File: src/rtl/uart_tx_pkg.sv
// ---------------------------------------------------------------------------
// uart_tx_pkg
//  Shared types and constants for the UART transmitter.
//  - tx_state_e   : one-hot frame FSM encoding (5 states)
//  - DBITS_*      : data_bits_i codes (0:5 .. 3:8 data bits)
//  - MIN_BAUD_DIV : smallest usable clocks-per-bit value
//  - data_mask()  : keeps only the data bits selected by a data_bits code
// ---------------------------------------------------------------------------
package uart_tx_pkg;

    typedef enum logic [4:0] {
        ST_IDLE   = 5'b00001,
        ST_START  = 5'b00010,
        ST_DATA   = 5'b00100,
        ST_PARITY = 5'b01000,
        ST_STOP   = 5'b10000
    } tx_state_e;

    localparam logic [1:0] DBITS_5 = 2'd0;
    localparam logic [1:0] DBITS_6 = 2'd1;
    localparam logic [1:0] DBITS_7 = 2'd2;
    localparam logic [1:0] DBITS_8 = 2'd3;

    localparam int MIN_BAUD_DIV = 2;

    function automatic logic [7:0] data_mask(input logic [1:0] code);
        return 8'hFF >> (2'd3 - code);
    endfunction

endpackage

File: src/rtl/uart_tx_engine_if.sv
// ---------------------------------------------------------------------------
// uart_tx_engine_if
//  Register-block side of the UART transmitter: data-write strobe plus the
//  status/event flags read back by the register block.
//  master : register block (drives wr_en_i / wr_data_i)
//  slave  : uart_tx_engine
//  Signals:
//   wr_en_i    data-write strobe, one word per cycle high
//   wr_data_i  word to enqueue
//   tx_full_o  FIFO full          tx_empty_o  FIFO empty
//   tx_busy_o  frame in progress  tx_ovf_o    dropped-write pulse
//   tx_done_o  end-of-frame pulse
// ---------------------------------------------------------------------------
interface uart_tx_engine_if;
    logic       wr_en_i;
    logic [7:0] wr_data_i;
    logic       tx_full_o;
    logic       tx_empty_o;
    logic       tx_busy_o;
    logic       tx_ovf_o;
    logic       tx_done_o;

    modport master (
        output wr_en_i, wr_data_i,
        input  tx_full_o, tx_empty_o, tx_busy_o, tx_ovf_o, tx_done_o
    );

    modport slave (
        input  wr_en_i, wr_data_i,
        output tx_full_o, tx_empty_o, tx_busy_o, tx_ovf_o, tx_done_o
    );
endinterface

File: src/rtl/uart_tx_fifo.sv
// ---------------------------------------------------------------------------
// uart_tx_fifo
//  First-word-fall-through FIFO, depth 2**W words of B bits.
//  Ports:
//   clk_i, rst_i     clock, async active-high reset
//   push_i, din_i    write request / data (ignored while full)
//   pop_i            consume head word (ignored while empty)
//   dout_o           head word, valid whenever !empty_o
//   full_o, empty_o  status from registered pointers
//   ovf_o            one-cycle pulse after a write dropped on full
//   level_o          word count (only with UART_TX_LEVEL_EN defined)
// ---------------------------------------------------------------------------
module uart_tx_fifo #(
    parameter int B = 8,
    parameter int W = 5
) (
    input  logic         clk_i,
    input  logic         rst_i,
    input  logic         push_i,
    input  logic [B-1:0] din_i,
    input  logic         pop_i,
    output logic [B-1:0] dout_o,
    output logic         full_o,
    output logic         empty_o,
    output logic         ovf_o
`ifdef UART_TX_LEVEL_EN
    ,
    output logic [W:0]   level_o
`endif
);

    logic [B-1:0] mem [0:2**W-1];
    logic [W:0]   wptr_q, rptr_q;
    logic         wr_ok, rd_ok;

    // Extra pointer MSB tells a full wrap apart from empty.
    assign empty_o = (wptr_q == rptr_q);
    assign full_o  = (wptr_q[W] != rptr_q[W]) && (wptr_q[W-1:0] == rptr_q[W-1:0]);
    assign dout_o  = mem[rptr_q[W-1:0]];

    // Full is judged on the start-of-cycle value, so a simultaneous pop
    // does not rescue a write into a full FIFO.
    assign wr_ok = push_i && !full_o;
    assign rd_ok = pop_i && !empty_o;

    always_ff @(posedge clk_i or posedge rst_i) begin
        if (rst_i) begin
            wptr_q <= '0;
            rptr_q <= '0;
            ovf_o  <= 1'b0;
        end else begin
            if (wr_ok) wptr_q <= wptr_q + (W+1)'(1);
            if (rd_ok) rptr_q <= rptr_q + (W+1)'(1);
            ovf_o <= push_i && full_o;
        end
    end

    always_ff @(posedge clk_i) begin
        if (wr_ok) mem[wptr_q[W-1:0]] <= din_i;
    end

`ifdef UART_TX_LEVEL_EN
    assign level_o = wptr_q - rptr_q;
`endif

endmodule

File: src/rtl/uart_tx_engine.sv
// ---------------------------------------------------------------------------
// uart_tx_engine
//  UART transmitter: TX FIFO, baud counter and frame shifter.
//  Frame: start(0), 5-8 data bits LSB first, optional parity, 1 or 2 stops.
//  Ports:
//   clk_i, rst_i   clock, async active-high reset
//   tx_en_i        1 = frames may start; 0 = hold after current frame
//   bus            register-block interface (write strobe + status flags)
//   baud_div_i     clocks per bit, values below 2 behave as 2
//   data_bits_i    0:5 1:6 2:7 3:8 data bits
//   parity_en_i    append parity bit
//   parity_odd_i   odd (1) / even (0) parity
//   stop2_i        two stop bits
//   tx_o           serial line, idle high
//  Optional (macro UART_TX_LEVEL_EN):
//   tx_level_o     FIFO word count
//   tx_thresh_i    level threshold
//   tx_irq_o       registered (tx_level_o <= tx_thresh_i)
// ---------------------------------------------------------------------------
module uart_tx_engine
    import uart_tx_pkg::*;
#(
    parameter int FIFO_AW = 5,
    parameter int BAUD_W  = 16
) (
    input  logic              clk_i,
    input  logic              rst_i,
    input  logic              tx_en_i,
    uart_tx_engine_if.slave   bus,
    input  logic [BAUD_W-1:0] baud_div_i,
    input  logic [1:0]        data_bits_i,
    input  logic              parity_en_i,
    input  logic              parity_odd_i,
    input  logic              stop2_i,
    output logic              tx_o
`ifdef UART_TX_LEVEL_EN
    ,
    output logic [FIFO_AW:0]  tx_level_o,
    input  logic [FIFO_AW:0]  tx_thresh_i,
    output logic              tx_irq_o
`endif
);

    tx_state_e         state_q, state_d;
    logic [7:0]        fifo_dout;
    logic              fifo_full, fifo_empty, fifo_ovf;
    logic              pop, done;

    logic [7:0]        shreg_q;
    logic [2:0]        bit_cnt_q;      // data bits remaining minus one
    logic [BAUD_W-1:0] baud_cnt_q;
    logic [BAUD_W-1:0] div_q, div_eff;
    logic              par_en_q, par_q;
    logic              stop_more_q;    // a second stop bit is still owed
    logic              bit_end;

    uart_tx_fifo #(.B(8), .W(FIFO_AW)) u_fifo (
        .clk_i   (clk_i),
        .rst_i   (rst_i),
        .push_i  (bus.wr_en_i),
        .din_i   (bus.wr_data_i),
        .pop_i   (pop),
        .dout_o  (fifo_dout),
        .full_o  (fifo_full),
        .empty_o (fifo_empty),
        .ovf_o   (fifo_ovf)
`ifdef UART_TX_LEVEL_EN
        ,
        .level_o (tx_level_o)
`endif
    );

    assign div_eff = (baud_div_i < BAUD_W'(MIN_BAUD_DIV)) ? BAUD_W'(MIN_BAUD_DIV) : baud_div_i;
    assign bit_end = (baud_cnt_q == '0);

    always_ff @(posedge clk_i or posedge rst_i) begin
        if (rst_i) state_q <= ST_IDLE;
        else       state_q <= state_d;
    end

    always_comb begin
        state_d = state_q;
        pop     = 1'b0;
        done    = 1'b0;
        unique case (state_q)
            ST_IDLE: begin
                if (tx_en_i && !fifo_empty) begin
                    pop     = 1'b1;
                    state_d = ST_START;
                end
            end
            ST_START:  if (bit_end) state_d = ST_DATA;
            ST_DATA: begin
                if (bit_end && bit_cnt_q == 3'd0)
                    state_d = par_en_q ? ST_PARITY : ST_STOP;
            end
            ST_PARITY: if (bit_end) state_d = ST_STOP;
            ST_STOP: begin
                if (bit_end && !stop_more_q) begin
                    done    = 1'b1;
                    state_d = ST_IDLE;
                end
            end
            default: state_d = ST_IDLE;
        endcase
    end

    // Frame config is captured at pop and held until the frame ends, so
    // register-block writes mid-frame only affect the next frame.
    always_ff @(posedge clk_i or posedge rst_i) begin
        if (rst_i) begin
            shreg_q     <= '0;
            bit_cnt_q   <= '0;
            baud_cnt_q  <= '0;
            div_q       <= '0;
            par_en_q    <= 1'b0;
            par_q       <= 1'b0;
            stop_more_q <= 1'b0;
        end else if (pop) begin
            shreg_q     <= fifo_dout;
            bit_cnt_q   <= {1'b0, data_bits_i} + 3'd4;
            par_en_q    <= parity_en_i;
            par_q       <= (^(fifo_dout & data_mask(data_bits_i))) ^ parity_odd_i;
            stop_more_q <= stop2_i;
            div_q       <= div_eff;
            baud_cnt_q  <= div_eff - BAUD_W'(1);
        end else if (state_q != ST_IDLE) begin
            if (bit_end) begin
                baud_cnt_q <= (state_d == ST_IDLE) ? '0 : div_q - BAUD_W'(1);
                if (state_q == ST_DATA) begin
                    shreg_q   <= shreg_q >> 1;
                    bit_cnt_q <= bit_cnt_q - 3'd1;
                end
                if (state_q == ST_STOP) stop_more_q <= 1'b0;
            end else begin
                baud_cnt_q <= baud_cnt_q - BAUD_W'(1);
            end
        end
    end

    // Line decoded straight from state so a reset returns it high at once.
    always_comb begin
        tx_o = 1'b1;
        unique case (state_q)
            ST_START:  tx_o = 1'b0;
            ST_DATA:   tx_o = shreg_q[0];
            ST_PARITY: tx_o = par_q;
            default:   tx_o = 1'b1;
        endcase
    end

    assign bus.tx_full_o  = fifo_full;
    assign bus.tx_empty_o = fifo_empty;
    assign bus.tx_busy_o  = (state_q != ST_IDLE);
    assign bus.tx_ovf_o   = fifo_ovf;
    assign bus.tx_done_o  = done;

`ifdef UART_TX_LEVEL_EN
    always_ff @(posedge clk_i or posedge rst_i) begin
        if (rst_i) tx_irq_o <= 1'b0;
        else       tx_irq_o <= (tx_level_o <= tx_thresh_i);
    end
`endif

endmodule
File: src/flat_wrapper.sv
// flat-port wrapper written by rule: the top's interface ports become plain ports
module uart_tx_engine_flat import uart_tx_pkg::*;
#(
    parameter int FIFO_AW = 5,
    parameter int BAUD_W  = 16
)
  (clk_i, rst_i, tx_en_i, baud_div_i, data_bits_i, parity_en_i, parity_odd_i, stop2_i, tx_o, bus_wr_en_i, bus_wr_data_i, bus_tx_full_o, bus_tx_empty_o, bus_tx_busy_o, bus_tx_ovf_o, bus_tx_done_o);
  uart_tx_engine_if bus_i ();
  input  logic clk_i;
  input  logic rst_i;
  input  logic tx_en_i;
  input  logic [BAUD_W-1:0] baud_div_i;
  input  logic [1:0] data_bits_i;
  input  logic parity_en_i;
  input  logic parity_odd_i;
  input  logic stop2_i;
  output logic tx_o;
  input wire logic [$bits(bus_i.wr_en_i)-1:0] bus_wr_en_i;
  input wire logic [$bits(bus_i.wr_data_i)-1:0] bus_wr_data_i;
  output wire logic [$bits(bus_i.tx_full_o)-1:0] bus_tx_full_o;
  output wire logic [$bits(bus_i.tx_empty_o)-1:0] bus_tx_empty_o;
  output wire logic [$bits(bus_i.tx_busy_o)-1:0] bus_tx_busy_o;
  output wire logic [$bits(bus_i.tx_ovf_o)-1:0] bus_tx_ovf_o;
  output wire logic [$bits(bus_i.tx_done_o)-1:0] bus_tx_done_o;
  assign bus_i.wr_en_i = bus_wr_en_i;
  assign bus_i.wr_data_i = bus_wr_data_i;
  assign bus_tx_full_o = bus_i.tx_full_o;
  assign bus_tx_empty_o = bus_i.tx_empty_o;
  assign bus_tx_busy_o = bus_i.tx_busy_o;
  assign bus_tx_ovf_o = bus_i.tx_ovf_o;
  assign bus_tx_done_o = bus_i.tx_done_o;
  uart_tx_engine #(.FIFO_AW(FIFO_AW), .BAUD_W(BAUD_W)) u_core (.clk_i(clk_i), .rst_i(rst_i), .tx_en_i(tx_en_i), .bus(bus_i), .baud_div_i(baud_div_i), .data_bits_i(data_bits_i), .parity_en_i(parity_en_i), .parity_odd_i(parity_odd_i), .stop2_i(stop2_i), .tx_o(tx_o));
endmodule
File: config.mk
export PLATFORM = sky130hd
export DESIGN_NAME = uart_tx_engine_flat
export DESIGN_NICKNAME = d
export VERILOG_FILES = /design/src/rtl/uart_tx_pkg.sv /design/src/rtl/uart_tx_engine_if.sv /design/src/rtl/uart_tx_fifo.sv /design/src/rtl/uart_tx_engine.sv /design/src/flat_wrapper.sv
export SDC_FILE = /design/constraint.sdc
export NUM_CORES = 1
export LEC_CHECK = 0
export CORE_MARGIN = 2
export CORE_UTILIZATION = 55
export DETAILED_ROUTE_END_ITERATION = 7
export PLACE_DENSITY = 0.69
export SYNTH_ARGS = -nofsm -noshare
export SYNTH_HDL_FRONTEND = slang
export SYNTH_SLANG_ARGS = --single-unit
File: constraint.sdc
create_clock -name clk_i -period 6.6 [get_ports clk_i]
set_input_delay 1.32 -clock clk_i [delete_from_list [all_inputs] [get_ports clk_i]]
set_output_delay 1.32 -clock clk_i [all_outputs]
set_load 0.01 [all_outputs]
Yosys cells after proc, flatten, opt, wreduce, memory -nomap -nowiden --
Memories as Yosys holds them, arrays and structs flattened. Index checks and enable logic that the tools add are counted.
Cells by class: add/subtract/negate cells 8, multiply operators 0, div/mod/pow operators 0, order comparisons 1, eq/ne operators 10, shift operators 1, muxes and demuxes 31, bitwise operators 2, reductions and logical operators 19
Operators by type and width (count):
- $mux 16 | 5
- $sub 16x1->16 const B | 3
- $mux 8 | 4
- $mux 5 | 6
- $pmux 5 s5 | 1
- $logic_not 16->1 | 1
- $lt 16x2->1 const B | 1
- $add 6x1->6 const B | 2
- $mux 3 | 4
- $eq 5x1->1 const B | 2
- $mux 1 | 10
- $and 8x8->8 | 1
- $reduce_bool 2->1 | 4
- $reduce_xor 8->1 | 1
- $shr 8x2->8 const A | 1
- $logic_and 1x1->1 | 7
- $eq 6x6->1 | 1
- $reduce_and 3->1 | 2
- $eq 5x2->1 const B | 1
- $eq 5x3->1 const B | 1
- $eq 5x4->1 const B | 1
- $eq 5x5->1 | 1
- $eq 5x5->1 const B | 1
- $ne 5x1->1 const B | 1
- 8 further kinds | 10
Word-level totals: register bits after elaboration 64, bits in latches 0, memory bits (writable) 256, ROM bits 0, input port bits 33, output and inout port bits 6, word-level logic and storage cells 84, memories kept 1
Memories:
- u_core.u_fifo.mem | words 32, width 8, read ports 1, clocked after Yosys merged registers in 0, wr ports 1, RTL line uart_tx_fifo.sv:32 | logic [B-1:0] mem [0:2**W-1];

Logic depth before layout (Yosys ltp) --
depth after elaboration 10, mapped depth 13, depth with buffers taken out 12

Hierarchy --
From an unflattened synthesis, not the netlist that was laid out.
Second synthesis, totals: cells, all modules 893, area, all modules 14007.2 um^2
Modules (own cells, without submodules):
- uart_tx_fifo | times used 1, cells each 475, area each 10573.9 um^2, sequential area each 8012.7 um^2
- uart_tx_engine | times used 1, cells each 418, area each 3433.3 um^2, sequential area each 1277.5 um^2

Least setup slack after synthesis --
OpenSTA, ideal clock, no wires.
path kind input to register, from in baud_div_i[9], to reg u_core.baud_cnt_q[12], setup time 0.137 ns, data arrival time 3.758 ns, path slack 2.705 ns, cell stages on the path 12, buffers on the path 0, cells stage by stage or4_1 -> nor3_1 -> and3_1 -> nand2b_1 -> ha_1 -> nand2b_1 -> or4_1 -> nor4_1 -> xnor2_1 -> nor2_1 -> a21oi_1 -> a21oi_1
On the way: word-level cells in the longest chain between the ends 4
RTL lines:
- from (decl) | RTL line flat_wrapper.sv:12 | input logic [BAUD_W-1:0] baud_div_i;
- $lt 16x2->1 | RTL line uart_tx_engine.sv:73 | assign div_eff = (baud_div_i < BAUD_W'(MIN_BAUD_DIV)) ? BAUD_W'(MIN_BAUD_DIV) : baud_div_i;
- $mux 16 * | RTL line uart_tx_engine.sv:73
- $sub 16x1->16 * | RTL line uart_tx_engine.sv:126 | baud_cnt_q <= div_eff - BAUD_W'(1);
- $mux 16 * | RTL line uart_tx_engine.sv:119 | end else if (pop) begin
- to (signal assigned) | RTL line uart_tx_engine.sv:126
- to (signal assigned) | RTL line uart_tx_engine.sv:129 | baud_cnt_q <= (state_d == ST_IDLE) ? '0 : div_q - BAUD_W'(1);
- to (signal assigned) | RTL line uart_tx_engine.sv:136 | baud_cnt_q <= baud_cnt_q - BAUD_W'(1);
- to (decl) | RTL line uart_tx_engine.sv:51 | logic [BAUD_W-1:0] baud_cnt_q;
Mark *: on every way between the ends. The rest lies on a longest branch, timed or not. A chain may end at the register's enable or synchronous reset.

Worst setup path after layout --
from reg u_core.state_q[1], to out bus_tx_busy_o
On the way: word-level cells in the longest chain between the ends 1
RTL lines:
- from (decl) | RTL line uart_tx_engine.sv:44 | tx_state_e state_q, state_d;
- from (signal assigned) | RTL line uart_tx_engine.sv:78 | else state_q <= state_d;
- $ne 5x1->1 | RTL line uart_tx_engine.sv:154 | assign bus.tx_busy_o = (state_q != ST_IDLE);
- to (decl) | RTL line flat_wrapper.sv:22 | output wire logic [$bits(bus_i.tx_busy_o)-1:0] bus_tx_busy_o;
Every way passes these cells.

==> run metrics <==
outcome=completed; layout cells sized above 1=0.139; synthesized flop and latch total=between 300 and 400; initial core utilization=0.562; htree depth=2; slowest stage delay, CP=0.68 ns; synth warn=0; PD cells=around 430 nW/um2; Synth top cells by count=edfxtp_1 (256), nand2_1 (98), nor2_1 (72); Mean Syn Cell Area=between 15 and 20 um2; cts hold-fix bufs=0; row cnt=58; Post-CTS Setup Bufs=0; ys async rst share=0.200; DRT Wirelength=30.0 mm; chip height=164 um; count leader, synth=edfxtp_1; critical path's slowest cell=and3b_1; area grow syn2layout=11.6%; initial antenna violation count=0; vias in the first global route=between 7000 and 8000; global-route wire length before repair=about 47 mm; post-route cell area=between 15000 and 20000 um2; first-pass iteration count of the detailed router=5; setup tns final=0 ns; Place WS=between 1.5 and 2 ns; GRT Overall Usage=0.232; clk root buf=clkbuf_16; Core Area=~25000 um2; Die Footprint=around 27000 um2; filler instances=between 1500 and 2000; Reg2Reg Setup Slack=2.75 ns; Hold WS=slightly below 0.5 ns; hold violation total from the final report=0; DRC viols=0; crit path DAT=approximately 3 ns; Worst EP required=5.28 ns; register area share after synthesis=0.657; TritonCTS Sinks=320; final worst slack=approximately 2.3 ns; number of synthesized flops with an enable pin=between 200 and 300; crit-path cells=nor3_1, and3b_1, inv_1, clkdlybuf4s50_1; Syn Inst Count=between 900 and 1000; Post-DP HPWL=about 19 mm; diodes inserted=0; Placed Area=~15000 um2; Pleak=roughly 5.4 nW; PostCTS Resize Cnt=0; Worst Reg-to-Reg Cells=8; Distinct cells, synth=61; Max IR drop VDD=between 0.2 and 0.3 mV; RR Endpoint=u_core.par_q$_DFFE_PP0P_; crit path kind=flip-flop to output port; Yosys top cell area share=0.544; RR Startpoint=u_core.u_fifo.rptr_q[0]$_DFFE_PP0P_; initial DRC count=between 800 and 900; Max Slew Vio Count=0; Final setup viols=0; cts bufs inserted=34; Tcrit/Tclk final=0.652; Crit. End Element=output port; Setup crit start=u_core.state_q[1]$_DFF_PP0_; Clock transition at path regs=0.06 ns; detailed-route via count=between 7000 and 8000; Cell Area, Synth=about 14000 um2; global route overflow=0; I/O pins=39; Die Wd=164 um; DR WL/cell=approximately 23 um; Hold Path Class=flip-flop to flip-flop; RSZ-0062 raised after global routing=no; NumNets Final=around 1000; Worst-Margin Slew=approximately 1.3 ns; prevailing post-synth register cell=edfxtp_1; maximum clock insertion buffer count=3; DR vias/cell=between 6 and 7; Final Critical Period=4.30 ns; CP max FO=18; Slew headroom=0.135; pin count of the biggest net entering global routing=65; RePlAce Congestion=slightly above 0.8; largest cells by area after synthesis=edfxtp_1 (54%), dfrtp_1 (11%), mux4_2 (7.2%); Pwr Total=roughly 0.0067 W; Net Count, Synth=969; Worst Skew=between 0.02 and 0.025 ns; critical path capture point=bus_tx_busy_o; Setup crit start kind=flip-flop; Post-DRT Antenna Nets=0; Max Freq=around 0.23 GHz; I/O Buffers=38; max-cap viol count=0; worst-skew pair later-pin latency=between 0.5 and 0.6 ns; area leader, netlist=edfxtp_1; CTS tree=built
[worst max-delay path, delay by kind of cell (launching register included)]
family | cells | cell delay, ns
flops | 1 | 0.46
simple gates | 2 | 0.94
buf+inv | 2 | 1.08
[area by class of cell]
cell class | count | area [um2] | area share
clock buffer | 38 | 866 | 0.0548
clock inverter | 19 | 159 | 0.0101
inverter | 13 | 48.8 | 0.00309
multi-input combinational | 548 | 4530 | 0.287
sequential | 320 | 9300 | 0.589
tap | 330 | 413 | 0.0262
timing repair buffer | 51 | 478 | 0.0303
[per-stage QoR]
step            util  instances
2_1_floorplan      -        926
3_3_place_gp   0.586       1262
3_5_place_dp   0.586       1262
4_1_cts        0.627       1319
5_1_grt        0.627       1319
6_report       0.627       1319
[worst min path at each step]
stage / depth (start not counted) / slack, ns / endpoint / startpoint
final: 1 / 0.49 / u_core.u_fifo.wptr_q[5]$_DFFE_PP0P_ / u_core.u_fifo.wptr_q[5]$_DFFE_PP0P_
after global routing: 1 / 0.51 / u_core.u_fifo.rptr_q[5]$_DFFE_PP0P_ / u_core.u_fifo.rptr_q[5]$_DFFE_PP0P_
after CTS: 1 / 0.49 / u_core.u_fifo.wptr_q[5]$_DFFE_PP0P_ / u_core.u_fifo.wptr_q[5]$_DFFE_PP0P_
after detailed placement: 1 / 0.48 / u_core.u_fifo.wptr_q[5]$_DFFE_PP0P_ / u_core.u_fifo.wptr_q[5]$_DFFE_PP0P_
after global placement: 1 / 0.48 / u_core.u_fifo.wptr_q[5]$_DFFE_PP0P_ / u_core.u_fifo.wptr_q[5]$_DFFE_PP0P_
after floorplan: 2 / 0.46 / u_core.par_q$_DFFE_PP0P_ / u_core.par_q$_DFFE_PP0P_
[cells in the final DEF, fill, tap and decap left out, types with 3 or more instances in the layout]
| cell | n |
|---|---|
| dfrtp_1 | 60 |
| mux2_2 | 14 |
| clkdlybuf4s50_1 | 38 |
| nand4_1 | 4 |
| xor2_1 | 22 |
| nor4_1 | 7 |
| ha_1 | 10 |
| nor2_1 | 71 |
| a31oi_1 | 3 |
| nor3b_1 | 5 |
| clkbuf_1 | 4 |
| mux2i_1 | 20 |
| clkinv_2 | 5 |
| nand3_1 | 9 |
| mux4_1 | 19 |
| edfxtp_1 | 256 |
| nand2_1 | 98 |
| clkinv_1 | 10 |
| nor2b_1 | 5 |
| clkbuf_16 | 34 |
| nor3_1 | 22 |
| nand3b_1 | 10 |
| or3_1 | 7 |
| and3_1 | 3 |
| and2_1 | 3 |
| xnor2_1 | 38 |
| a21oi_1 | 19 |
| o221ai_1 | 5 |
| o211ai_1 | 6 |
| or2_2 | 6 |
| o21ai_0 | 34 |
| nand2b_1 | 6 |
| buf_4 | 13 |
| inv_1 | 12 |
| o22ai_1 | 21 |
| a22o_1 | 5 |
| or4_1 | 5 |
| mux4_2 | 45 |
[flip-flops by register name, indices dropped and copies added (netlist names)]
signal / count
u_core.stop_more_q: 1
u_core.baud_cnt_q: 16
u_core.u_fifo.rptr_q: 6
u_core.div_q: 16
u_core.shreg_q: 8
u_core.bit_cnt_q: 3
u_core.par_q: 1
u_core.state_q: 5
u_core.u_fifo.mem: 256
u_core.u_fifo.wptr_q: 6
u_core.par_en_q: 1
u_core.u_fifo.ovf_o: 1
[power by group]
part	total (W)	switching (W)	internal, W
logic	0.00218	0.00114	0.00103
registers	0.00279	0.000324	0.00247
clock network	0.00177	0.000745	0.00102
[cell families (layout without fill, tap and decap cells)]
| logic type | Yosys count | in the layout | share of synthesized area |
|---|---|---|---|
| adders and majority gates | 10 | 10 | 0.00885 |
| buffers and inverters | 58 | 121 | 0.0242 |
| xor gates and xnor gates | 62 | 62 | 0.0404 |
| AOI/OAI and AO/OA | 108 | 108 | 0.0477 |
| and+or+nand+nor | 270 | 270 | 0.0898 |
| DFF | 320 | 320 | 0.657 |
| muxes | 98 | 98 | 0.132 |
[per-layer routing]
metal | global-route usage | vias to the layer above | wire length, um
met5 | 0 | - | 0
met4 | 0.0614 | 0 | 680
met3 | 0.0331 | 52 | 1570
met2 | 0.366 | 261 | 14100
met1 | 0.344 | 4026 | 13700
li1 | - | 3626 | -
Note: power is estimated with default switching activity, not from simulation.
